$ cat src/rtl/serial_cmd_master_pkg.sv
// serial_cmd_master_pkg: command byte constants and FSM state encodings for the serial command master
package serial_cmd_master_pkg;
  localparam logic [7:0] CMD_WRITE = 8'h57;
  localparam logic [7:0] CMD_READ  = 8'h52;
  typedef enum logic [1:0] {S_IDLE, S_GET_ADR, S_GET_DAT, S_BUS} state_t;
  typedef enum logic [1:0] {RX_IDLE, RX_START, RX_DATA, RX_STOP} rx_state_t;
endpackage

$ cat src/rtl/uart_rx_byte.sv
// uart_rx_byte: 8N1 receiver with 2-flop synchronizer, centre sampling and stop-bit check
module uart_rx_byte
  import serial_cmd_master_pkg::*;
#(
  parameter int CLKS_PER_BIT = 16
) (
  input  logic       clk_i,
  input  logic       rst_i,
  input  logic       rxd,
  output logic       byte_valid,
  output logic [7:0] byte_data,
  output logic       frame_err
);
  localparam int CW = $clog2(CLKS_PER_BIT);
  localparam logic [CW-1:0] HALF = CW'(CLKS_PER_BIT / 2 - 1);
  localparam logic [CW-1:0] LAST = CW'(CLKS_PER_BIT - 1);
  rx_state_t rs, rs_next;
  logic [CW-1:0] cnt;
  logic [2:0] bit_idx;
  logic [2:0] sync;
  logic rx, fall, tick;
  assign rx = sync[1];
  assign fall = sync[2] & ~sync[1];
  assign tick = cnt == (rs == RX_START ? HALF : LAST);
  always_comb begin
    rs_next = rs;
    unique case (rs)
      RX_IDLE:  if (fall) rs_next = RX_START;
      RX_START: if (tick) rs_next = rx ? RX_IDLE : RX_DATA;
      RX_DATA:  if (tick && bit_idx == 3'd7) rs_next = RX_STOP;
      RX_STOP:  if (tick) rs_next = RX_IDLE;
      default:  rs_next = RX_IDLE;
    endcase
  end
  always_ff @(posedge clk_i) begin
    if (rst_i) begin
      sync <= '1;
      rs <= RX_IDLE;
      cnt <= '0;
      bit_idx <= '0;
      byte_data <= '0;
      byte_valid <= 1'b0;
      frame_err <= 1'b0;
    end else begin
      sync <= {sync[1:0], rxd};
      rs <= rs_next;
      cnt <= (rs == RX_IDLE || tick) ? '0 : cnt + 1'b1;
      byte_valid <= rs == RX_STOP && tick && rx;
      frame_err <= rs == RX_STOP && tick && !rx;
      if (rs == RX_DATA && tick) begin
        byte_data <= {rx, byte_data[7:1]};
        bit_idx <= bit_idx + 1'b1;
      end
    end
  end
endmodule

$ cat src/rtl/serial_cmd_master.sv
// serial_cmd_master: UART 'W'/'R' command frames to single Wishbone master cycles.
// Optional ack timeout enabled by defining SERIAL_CMD_ACK_TIMEOUT_EN.
module serial_cmd_master
  import serial_cmd_master_pkg::*;
#(
  parameter int CLKS_PER_BIT = 16,
  parameter int ACK_TIMEOUT = 255
) (
  input  logic       clk_i,
  input  logic       rst_i,
  input  logic       rxd,
  output logic       stb_o,
  output logic       we_o,
  output logic [7:0] adr_o,
  output logic [7:0] dat_o,
  input  logic       ack_i,
  output logic       busy_o,
  output logic       err_o
);
  state_t state, next;
  logic byte_valid, frame_err, hold_full, consume, perr, ovr, tmo;
  logic [7:0] byte_data, hold_data;
  uart_rx_byte #(.CLKS_PER_BIT(CLKS_PER_BIT)) u_rx (
    .clk_i(clk_i),
    .rst_i(rst_i),
    .rxd(rxd),
    .byte_valid(byte_valid),
    .byte_data(byte_data),
    .frame_err(frame_err)
  );
  assign consume = hold_full && state != S_BUS;
  assign ovr = byte_valid && hold_full && !consume;
  assign perr = consume && state == S_IDLE && hold_data != CMD_WRITE && hold_data != CMD_READ;
  assign stb_o = state == S_BUS;
  assign busy_o = state != S_IDLE;
`ifdef SERIAL_CMD_ACK_TIMEOUT_EN
  localparam int TW = $clog2(ACK_TIMEOUT + 1);
  localparam logic [TW-1:0] TMAX = TW'(ACK_TIMEOUT - 1);
  logic [TW-1:0] tcnt;
  always_ff @(posedge clk_i) begin
    if (rst_i) tcnt <= '0;
    else tcnt <= stb_o ? tcnt + 1'b1 : '0;
  end
  // an ack in the limit cycle wins over the timeout
  assign tmo = stb_o && !ack_i && tcnt == TMAX;
`else
  assign tmo = 1'b0;
`endif
  always_comb begin
    next = state;
    unique case (state)
      S_IDLE:    if (consume && !perr) next = S_GET_ADR;
      S_GET_ADR: if (consume) next = we_o ? S_GET_DAT : S_BUS;
      S_GET_DAT: if (consume) next = S_BUS;
      S_BUS:     if (ack_i || tmo) next = S_IDLE;
      default:   next = S_IDLE;
    endcase
  end
  always_ff @(posedge clk_i) begin
    if (rst_i) begin
      state <= S_IDLE;
      hold_full <= 1'b0;
      hold_data <= '0;
      we_o <= 1'b0;
      adr_o <= '0;
      dat_o <= '0;
      err_o <= 1'b0;
    end else begin
      state <= next;
      err_o <= frame_err | perr | ovr | tmo;
      if (byte_valid && !ovr) begin
        hold_full <= 1'b1;
        hold_data <= byte_data;
      end else if (consume) hold_full <= 1'b0;
      if (consume && state == S_IDLE && !perr) we_o <= hold_data == CMD_WRITE;
      if (consume && state == S_GET_ADR) adr_o <= hold_data;
      if (consume && state == S_GET_DAT) dat_o <= hold_data;
    end
  end
endmodule

$ cat config.mk
export PLATFORM = sky130hd
export DESIGN_NAME = serial_cmd_master
export DESIGN_NICKNAME = d
export VERILOG_FILES = /design/src/rtl/serial_cmd_master_pkg.sv /design/src/rtl/uart_rx_byte.sv /design/src/rtl/serial_cmd_master.sv
export SDC_FILE = /design/constraint.sdc
export NUM_CORES = 1
export LEC_CHECK = 0
export CORE_UTILIZATION = 50
export DETAILED_ROUTE_END_ITERATION = 16
export PLACE_DENSITY = 0.76
export SYNTH_ARGS = -nofsm -noshare
export SYNTH_HDL_FRONTEND = slang
export SYNTH_HIERARCHICAL = 1
export SYNTH_SLANG_ARGS = --single-unit
$ cat constraint.sdc
create_clock -name clk_i -period 1.85 [get_ports clk_i]
set_input_delay 0.37 -clock clk_i [delete_from_list [all_inputs] [get_ports clk_i]]
set_output_delay 0.37 -clock clk_i [all_outputs]
set_load 0.02 [all_outputs]
**Word-level counts from Yosys, hierarchy flattened**

Index checks and enable logic that the tools add are counted.

- Flip-flop bits (word level): 51
- Bits of input ports: 4
- Output and inout bits: 20
- Logic and storage cells: 83

- Add/sub/neg operators: 2
- Eq/ne operators: 20
- Muxes and demuxes: 15
- Bitwise operators: 4
- Reductions and logical operators: 28

Operator list:

| kind | number |
|---|---|
| $mux W2 | 9 |
| $logic_and A1 B1 Y1 | 16 |
| $ne A8 B7 Y1 const B | 2 |
| $pmux W2 S4 | 2 |
| $ne A2 B1 Y1 const B | 5 |
| $eq A2 B2 Y1 const B | 4 |
| $eq A8 B7 Y1 const B | 1 |
| $ne A2 B2 Y1 const B | 4 |
| $reduce_and A4 Y1 | 2 |
| $add A4 B1 Y4 const B | 1 |
| $eq A2 B1 Y1 const B | 2 |
| $eq A4 B4 Y1 | 1 |
| $logic_not A1 Y1 | 4 |
| $logic_not A2 Y1 | 2 |
| $mux W4 | 1 |
| $reduce_bool A2 Y1 | 2 |
| $add A3 B1 Y3 const B | 1 |
| $eq A3 B3 Y1 const B | 1 |
| $mux W1 | 3 |
| $or A1 B1 Y1 | 2 |
| $reduce_or A2 Y1 | 1 |
| $and A1 B1 Y1 | 1 |
| $logic_or A1 B1 Y1 | 1 |
| $not A1 Y1 | 1 |

**Longest topological paths before layout**

Gate-level depths: netlist of the first run.

- Depth after elaboration: 9
- Gate-level depth with buffers: 6
- Gate-level depth less buffers: 6

**Hierarchy**

Netlist of the first run, hierarchy kept.

By module, submodules not included:

| module | times used | cells each | area each (µm²) | seq. area each (µm²) |
|---|---|---|---|---|
| serial_cmd_master | 1 | 131 | 1217.4 | 580.6 |
| uart_rx_byte | 1 | 88 | 903.4 | 440.4 |

**Least setup slack after synthesis of the first run**

No wires, ideal clock.

- Kind: register to register
- Start: register state[0]
- End: register state[0]
- Setup time: 0.134 ns
- Data arrival time: 1.507 ns
- Required time: 1.716 ns
- Slack: 0.209 ns
- Cell stages (with the launch flop): 7
- Buffers on the path: 0
- Clock period less this slack: 1.641 ns
- Path through: dfxtp_1 -> inv_1 -> ha_1 -> nor4b_4 -> a21oi_2 -> a2111oi_1 -> a211oi_1

- Longest elaborated chain between the ends: 9
- Elaborated cells between the ends (all ways): 17
- Those cells by class: 8 x eq/ne; 1 x mux; 8 x reduce/logical

Ends and longest elaborated chain:

| what | line | text |
|---|---|---|
| start: declaration | serial_cmd_master.sv:20 | `state_t state, next;` |
| start signal: assignment | serial_cmd_master.sv:69 | `state <= next;` |
| $ne A2 B2 Y1 | serial_cmd_master.sv:31 | `assign consume = hold_full && state != S_BUS;` |
| $logic_and A1 B1 Y1 | serial_cmd_master.sv:31 |  |
| $logic_and A1 B1 Y1 (3 in series) | serial_cmd_master.sv:33 | `assign perr = consume && state == S_IDLE && hold_data != CMD_WRITE && hold_data != CMD_READ;` |
| $logic_not A1 Y1 | serial_cmd_master.sv:52 | `S_IDLE: if (consume && !perr) next = S_GET_ADR;` |
| $logic_and A1 B1 Y1 | serial_cmd_master.sv:52 |  |
| $ne A2 B2 Y1 (no line) | - |  |
| $reduce_and A4 Y1 (no line) | - |  |

Several ways; a longest one is shown, not always the timed one.
A chain may end at the register's enable or synchronous reset.

**Final worst setup path of the first run**

- Start: register state[1]
- End: output stb_o

- Longest elaborated chain between the ends: 1

Ends and longest elaborated chain:

| what | line | text |
|---|---|---|
| $eq A2 B2 Y1 | serial_cmd_master.sv:34 | `assign stb_o = state == S_BUS;` |
| end: declaration | serial_cmd_master.sv:12 | `output logic stb_o,` |

No other way between the ends.

==> results.cfg, run 1 <==
[floorplanning]
dieArea_um2 = 4506
core.rowCount = 23
die_y_um = 67.13
io_pins = 24
die_x_um = 67.13
core_area_um2 = 4029
start_util = 0.5264

[timing]
hold_violations = 0
max-slew-margin-rel = 0.7823
rsz0062_at_grt = no
fin_tns_setup_ns = 0
fin_hold_ws_ns = 0.4192
fin_skew_ns = 0.006489
worstMarginPinSlew_ns = 0.3261
post-route-period-util = 0.9382
max_freq_ghz = 0.5761
finalCriticalPeriod_ns = 1.736
final-setup-viol-count = 0
slew_viol_final = 0

[route]
drc = 0
first_pass_iters = 4
viasPerCell = 5.150
ant_nets = 0
wire_per_inst_um = 11.66
vias = 1509
drt_iter0_drc = 95
wl_um = 3417

[clock_tree]
cts_hold_buf = 0
ctsLongestPathBuffers = 2
cts_root_buffer = clkbuf_8
cts_tree = yes
htree_levels = 2
clk_pin_slew_ns = 0.09
cts_buffers = 5
clock_latency_ns = 0.30
clock_sinks = 51

[logic_synthesis]
synth_top_area_share = 0.4814
synth_top_area_cell = dfxtp_1
synthesis.area_um2 = 2121
netlist_instances = 219
ys_seq_elements = 51
synthesis.nets = 230
ys_warn_count = 6
synth.area.top_cells = dfxtp_1 48%, mux2i_1 11%, nor2_1 4.2%, ha_1 4.1%, a21oi_1 3.5%
synth_cell_types = 43
ys_seq_area_frac = 0.4814
syn_avg_cell_area_um2 = 9.684

[placed_design]
postPlaceCellArea_um2 = 2397
numPortBuffers = 23
gp_congestion = 0.7284
post-dp-hpwl_um = 2386

[setup_path]
cp_slowest_cell = dfxtp_1
max_stage_delay_ns = 0.40
cp_cell_sequence = ha_1, dlygate4sd2_1
crit_family = flip-flops
arrival_ns = 1.37
worst_setup_path_start_kind = flop
worstSetupEndpointType = output port
critical_path.max_fanout = 6
crit_buf_inv = 1
required_ns = 1.48
crit_type = reg2out

[final_layout]
layout.nets = 253
layout_common_cells = 51 x dfxtp_1, 24 x mux2i_1, 24 x nor2_1
design_area_um2 = 2492
layout-drive-gt1-share = 0.1111
n_antenna_cell = 0
areaGrowthSynthToFinish_pct = 17.52
layout_commonest_cell = dfxtp_1

[global_routing]
gr-total-overflow = 0
grtUsageMet1 = 0.2040
grt_max_degree = 52
grt_util_met3 = 0.05651
grt_first_pass_wirelength_um = 5637
antenna_found_initial = 0
grt_pass1_vias = 1262
track_usage = 0.1705
top_usage_layer = met2
grt_use_met2 = 0.2738

[outcome]
status = finished, final reports clean

[min_path]
hold_path_class = reg2reg

[run]
drv_cap = 0

[power_and_ir_drop]
ir_drop_v = 0.0004076
power.density_nw_per_um2 = 805.9
power.leakage_nw = 1.052
total_power_w = 0.002009
## per-stage QoR
step | util | cells | setup slack, ns
2_1_floorplan | - | 219 | 0.2087
3_3_place_gp | 0.5950 | 285 | 0.1475
3_5_place_dp | 0.5950 | 285 | 0.09931
4_1_cts | 0.6165 | 293 | 0.03742
5_1_grt | 0.6186 | 293 | 0.01268
6_report | 0.6186 | 293 | 0.1143
## cells in the mapped netlist, drive strengths merged
| cell | number |
|---|---|
| a2111oi | 1 |
| a211oi | 3 |
| a21o | 1 |
| a21oi | 16 |
| a221oi | 1 |
| a22oi | 1 |
| a31oi | 1 |
| and2 | 2 |
| and3 | 1 |
| and4 | 2 |
| and4bb | 1 |
| buf | 6 |
| clkbuf | 5 |
| dfxtp | 51 |
| ha | 7 |
| inv | 4 |
| mux2 | 1 |
| mux2i | 24 |
| nand2 | 21 |
| nand2b | 8 |
| nand3 | 5 |
| nand3b | 3 |
| nand4 | 3 |
| nor2 | 24 |
| nor2b | 6 |
| nor3 | 3 |
| nor3b | 1 |
| nor4b | 1 |
| o21ai | 6 |
| o21bai | 1 |
| o22ai | 1 |
| or2 | 3 |
| or2b | 1 |
| xnor2 | 3 |
| xor2 | 1 |
## layout make-up
cell class              instances  area, um^2
multi-input cells             153        1033
repair buffers                 27       271.5
clock buffers                   5       68.82
clock inverters                 3       20.02
fillers                       346        1536
flip-flops and latches         51        1021
inverters                       4       15.01
well taps                      50       62.56
## logic make-up (layout without fill, tap and decap cells)
| logic type | count (synthesis) | in the layout | share of synthesized area |
|---|---|---|---|
| multiplexers | 25 | 25 | 0.1186 |
| buffers and inverters | 15 | 39 | 0.03480 |
| AO/OA/AOI/OAI | 32 | 32 | 0.09027 |
| adder cells (fa/ha/maj) | 7 | 7 | 0.04130 |
| flip-flops | 51 | 51 | 0.4814 |
| AND/OR/NAND/NOR | 85 | 85 | 0.2171 |
| XOR/XNOR | 4 | 4 | 0.01652 |
## registers in the layout (all words and copies together) (netlist names), 2 cells and up, named ones only
register        flops
u_rx/byte_data      8
adr_o               8
hold_data           8
u_rx/cnt            4
u_rx/sync           3
dat_o               8
u_rx/bit_idx        3
state               2
## worst paths after layout
check / depth (start not counted) / endpoint / slack, ns / startpoint
worst max-delay path: 2 / stb_o / 0.11 / state[1]
worst min-delay path: 1 / u_rx/sync[1] / 0.42 / u_rx/sync[0]
worst max register to register: 6 / state[0] / 0.13 / state[1]
worst min register to register: 1 / u_rx/sync[1] / 0.42 / u_rx/sync[0]
## report_power, final
part	internal [W]	leakage [nW]	switching [W]	total, W
Combinational	0.000116	0.600	0.000144	0.000260
Clock	0.000263	0.0402	0.000356	0.000620
Sequential	0.00111	0.412	0.0000161	0.00113
## what timing repair did
action	in CTS	in global routing
resized for setup	2	3
buffers inserted	0	0
endpoints found under the setup margin	2	2
pin swaps	0	0
## routing by layer
metal / part of all wire / up-vias / routed length, um
met5: 0 / - / 0
met4: 0.018 / 0 / 62
met3: 0.036 / 5 / 124
met2: 0.47 / 27 / 1595
met1: 0.48 / 687 / 1634
li1: - / 790 / -
Power figures use the tool's default switching activity.
==> run 2, diff against run 1 <==
Settings changed: SYNTH_HIERARCHICAL 1 to not set.
==> run 2 against run 1 <==
Core utilization is 0.59 points higher; via count is 1.1% lower; hold slack worse by 0.0028 ns; clock skew is 0.0022 ns higher; flip-flop and latch count stayed put; critical path type is now reg2reg; critical endpoint is now state[1].
==> results.cfg, run 2 <==
[placed_design]
post-dp-hpwl_um = 2438
place_inst = 282
gp_congestion = 0.8091
numPortBuffers = 23
postPlaceCellArea_um2 = 2385

[floorplanning]
core.rowCount = 23
start_util = 0.5227
dieArea_um2 = 4475
io_pins = 24
die_y_um = 66.90
die_x_um = 66.90
core_area_um2 = 4029

[power_and_ir_drop]
total_power_w = 0.002038
power.leakage_nw = 1.029
ir_drop_v = 0.0005243
power.density_nw_per_um2 = 809.9

[timing]
fin_skew_ns = 0.008722
worstMarginPinSlew_ns = 0.4695
post-route-period-util = 0.9360
final-setup-viol-count = 0
max-slew-margin-rel = 0.6843
finalCriticalPeriod_ns = 1.732
fin_hold_ws_ns = 0.4163
hold_violations = 0
slew_viol_final = 0
max_freq_ghz = 0.5775

[setup_path]
critical_path.max_fanout = 5
startpoint = state[1]
worst_r2r_startpoint = state[1]
worstReg2RegEnd = state[1]
arrival_ns = 1.95
worstSetupEndpointType = flop
crit_type = reg2reg
cp_slowest_cell = o31ai_1
required_ns = 2.07
cp_cell_sequence = inv_1, ha_1, o31ai_1, o2bb2ai_2, mux2i_1
worst-r2r-setup-slack_ns = 0.12
r2r_cells = 5
worst_setup_path_start_kind = flop
max_stage_delay_ns = 0.48

[logic_synthesis]
synth_edf_count = 0
synth_top_area_cell = dfxtp_1
ys_seq_area_frac = 0.4848
ys_warn_count = 0
synth_top_area_share = 0.4848
synth.area.top_cells = dfxtp_1 48%, mux2i_1 11%, nor2_1 4.6%, nand2_1 4.3%, ha_1 4.2%
ys_seq_elements = 51
synthesis.area_um2 = 2106
ys_top_cells_by_count = 51 x dfxtp_1, 26 x nor2_1, 24 x nand2_1
syn_avg_cell_area_um2 = 9.840
synth_cell_types = 40
synth_most_common_cell = dfxtp_1
async_flop_share = 0
netlist_instances = 214
synthesis.nets = 225
yosys_most_used_dff = dfxtp_1

[route]
viasPerCell = 5.145
wl_met3_um = 104
wl_met2_um = 1716
top_layer = met4
wl_met1_um = 1684
first_pass_iters = 4
vias = 1492
wl_um = 3566
drt_iter0_drc = 85
wire_per_inst_um = 12.30
ant_nets = 0
drc = 0

[final_layout]
design_area_um2 = 2516
postLayoutCoreUtil = 0.6245
layout_common_cells = 50 x dfxtp_1, 26 x nor2_1, 24 x nand2_1
layout-drive-gt1-share = 0.1125
layout.nets = 250
layout_commonest_cell = dfxtp_1
n_antenna_cell = 0
final_cells = 290
areaGrowthSynthToFinish_pct = 19.49

[clock_tree]
postCtsResizedCells = 2
cts_hold_buf = 0
cts_root_buffer = clkbuf_8
cts_tree = yes
ctsLongestPathBuffers = 2
clock_latency_ns = 0.30
htree_levels = 2
clk_pin_slew_ns = 0.08
cts_buffers = 5
cts_setup_buffers = 0
clock_sinks = 51

[global_routing]
grt_max_degree = 52
grt_first_pass_wirelength_um = 6023
track_usage = 0.1777
gr-total-overflow = 0
grt_pass1_vias = 1368
antenna_found_initial = 0

[min_path]
worstHoldStart = u_rx.sync[0]
hold_depth = 1
hold_path_class = reg2reg
min_to = u_rx.sync[1]

[run]
drv_cap = 0

[outcome]
status = finished, final reports clean
-- run 2: power breakdown --
part	switching (W)	internal [W]	leakage (nW)
combinational	0.0000210	0.0000159	0.553
sequential	0.00000376	0.00110	0.412
clock	0.000357	0.000539	0.0644
-- run 2: layout make-up --
class	instances	area, um^2
Clock buffer	5	68.82
Sequential cell	51	1022
Fill cell	341	1513
Inverter	7	26.28
Multi-Input combinational cell	147	1002
Timing Repair Buffer	27	266.5
Clock inverter	3	67.56
Tap cell	50	62.56
-- run 2: worst max path at each step --
| stage | slack [ns] | endpoint |
|---|---|---|
| floorplan | 0.32 | state[0] |
| global placement | 0.12 | busy_o |
| CTS | 0.02 | busy_o |
| finish | 0.12 | state[1] |
| detailed placement | 0.09 | busy_o |
| global route | -0.005 | state[1] |
-- run 2: worst max-delay path, delay by kind of cell, from the launching register on --
kind / cells / cell delay, ns
muxes: 1 / 0.22
buffers and inverters: 1 / 0.11
AOI/OAI and AO/OA: 2 / 0.63
DFF: 1 / 0.41
adders and majority gates: 1 / 0.28
-- run 2: kinds of logic after synthesis --
logic type,share of synthesized area
AO/OA/AOI/OAI,0.1028
XOR/XNOR,0.02080
adder cells (fa/ha/maj),0.04159
buffers and inverters,0.03922
flip-flops,0.4848
multiplexers,0.1093
AND/OR/NAND/NOR,0.2014
-- run 2: layer usage --
metal,up-vias,GRT usage
li1,780,-
met3,7,0.04110
met1,680,0.2081
met5,-,0
met2,25,0.3030
met4,0,0.08245
-- run 2: through the flow --
stage	setup TNS [ns]	worst slack, ns
after global routing	-0.005061	-0.005061
after global placement	0	0.1208
after floorplan	0	0.3232
after detailed placement	0	0.09088
after CTS	0	0.01742
final	0	0.1184
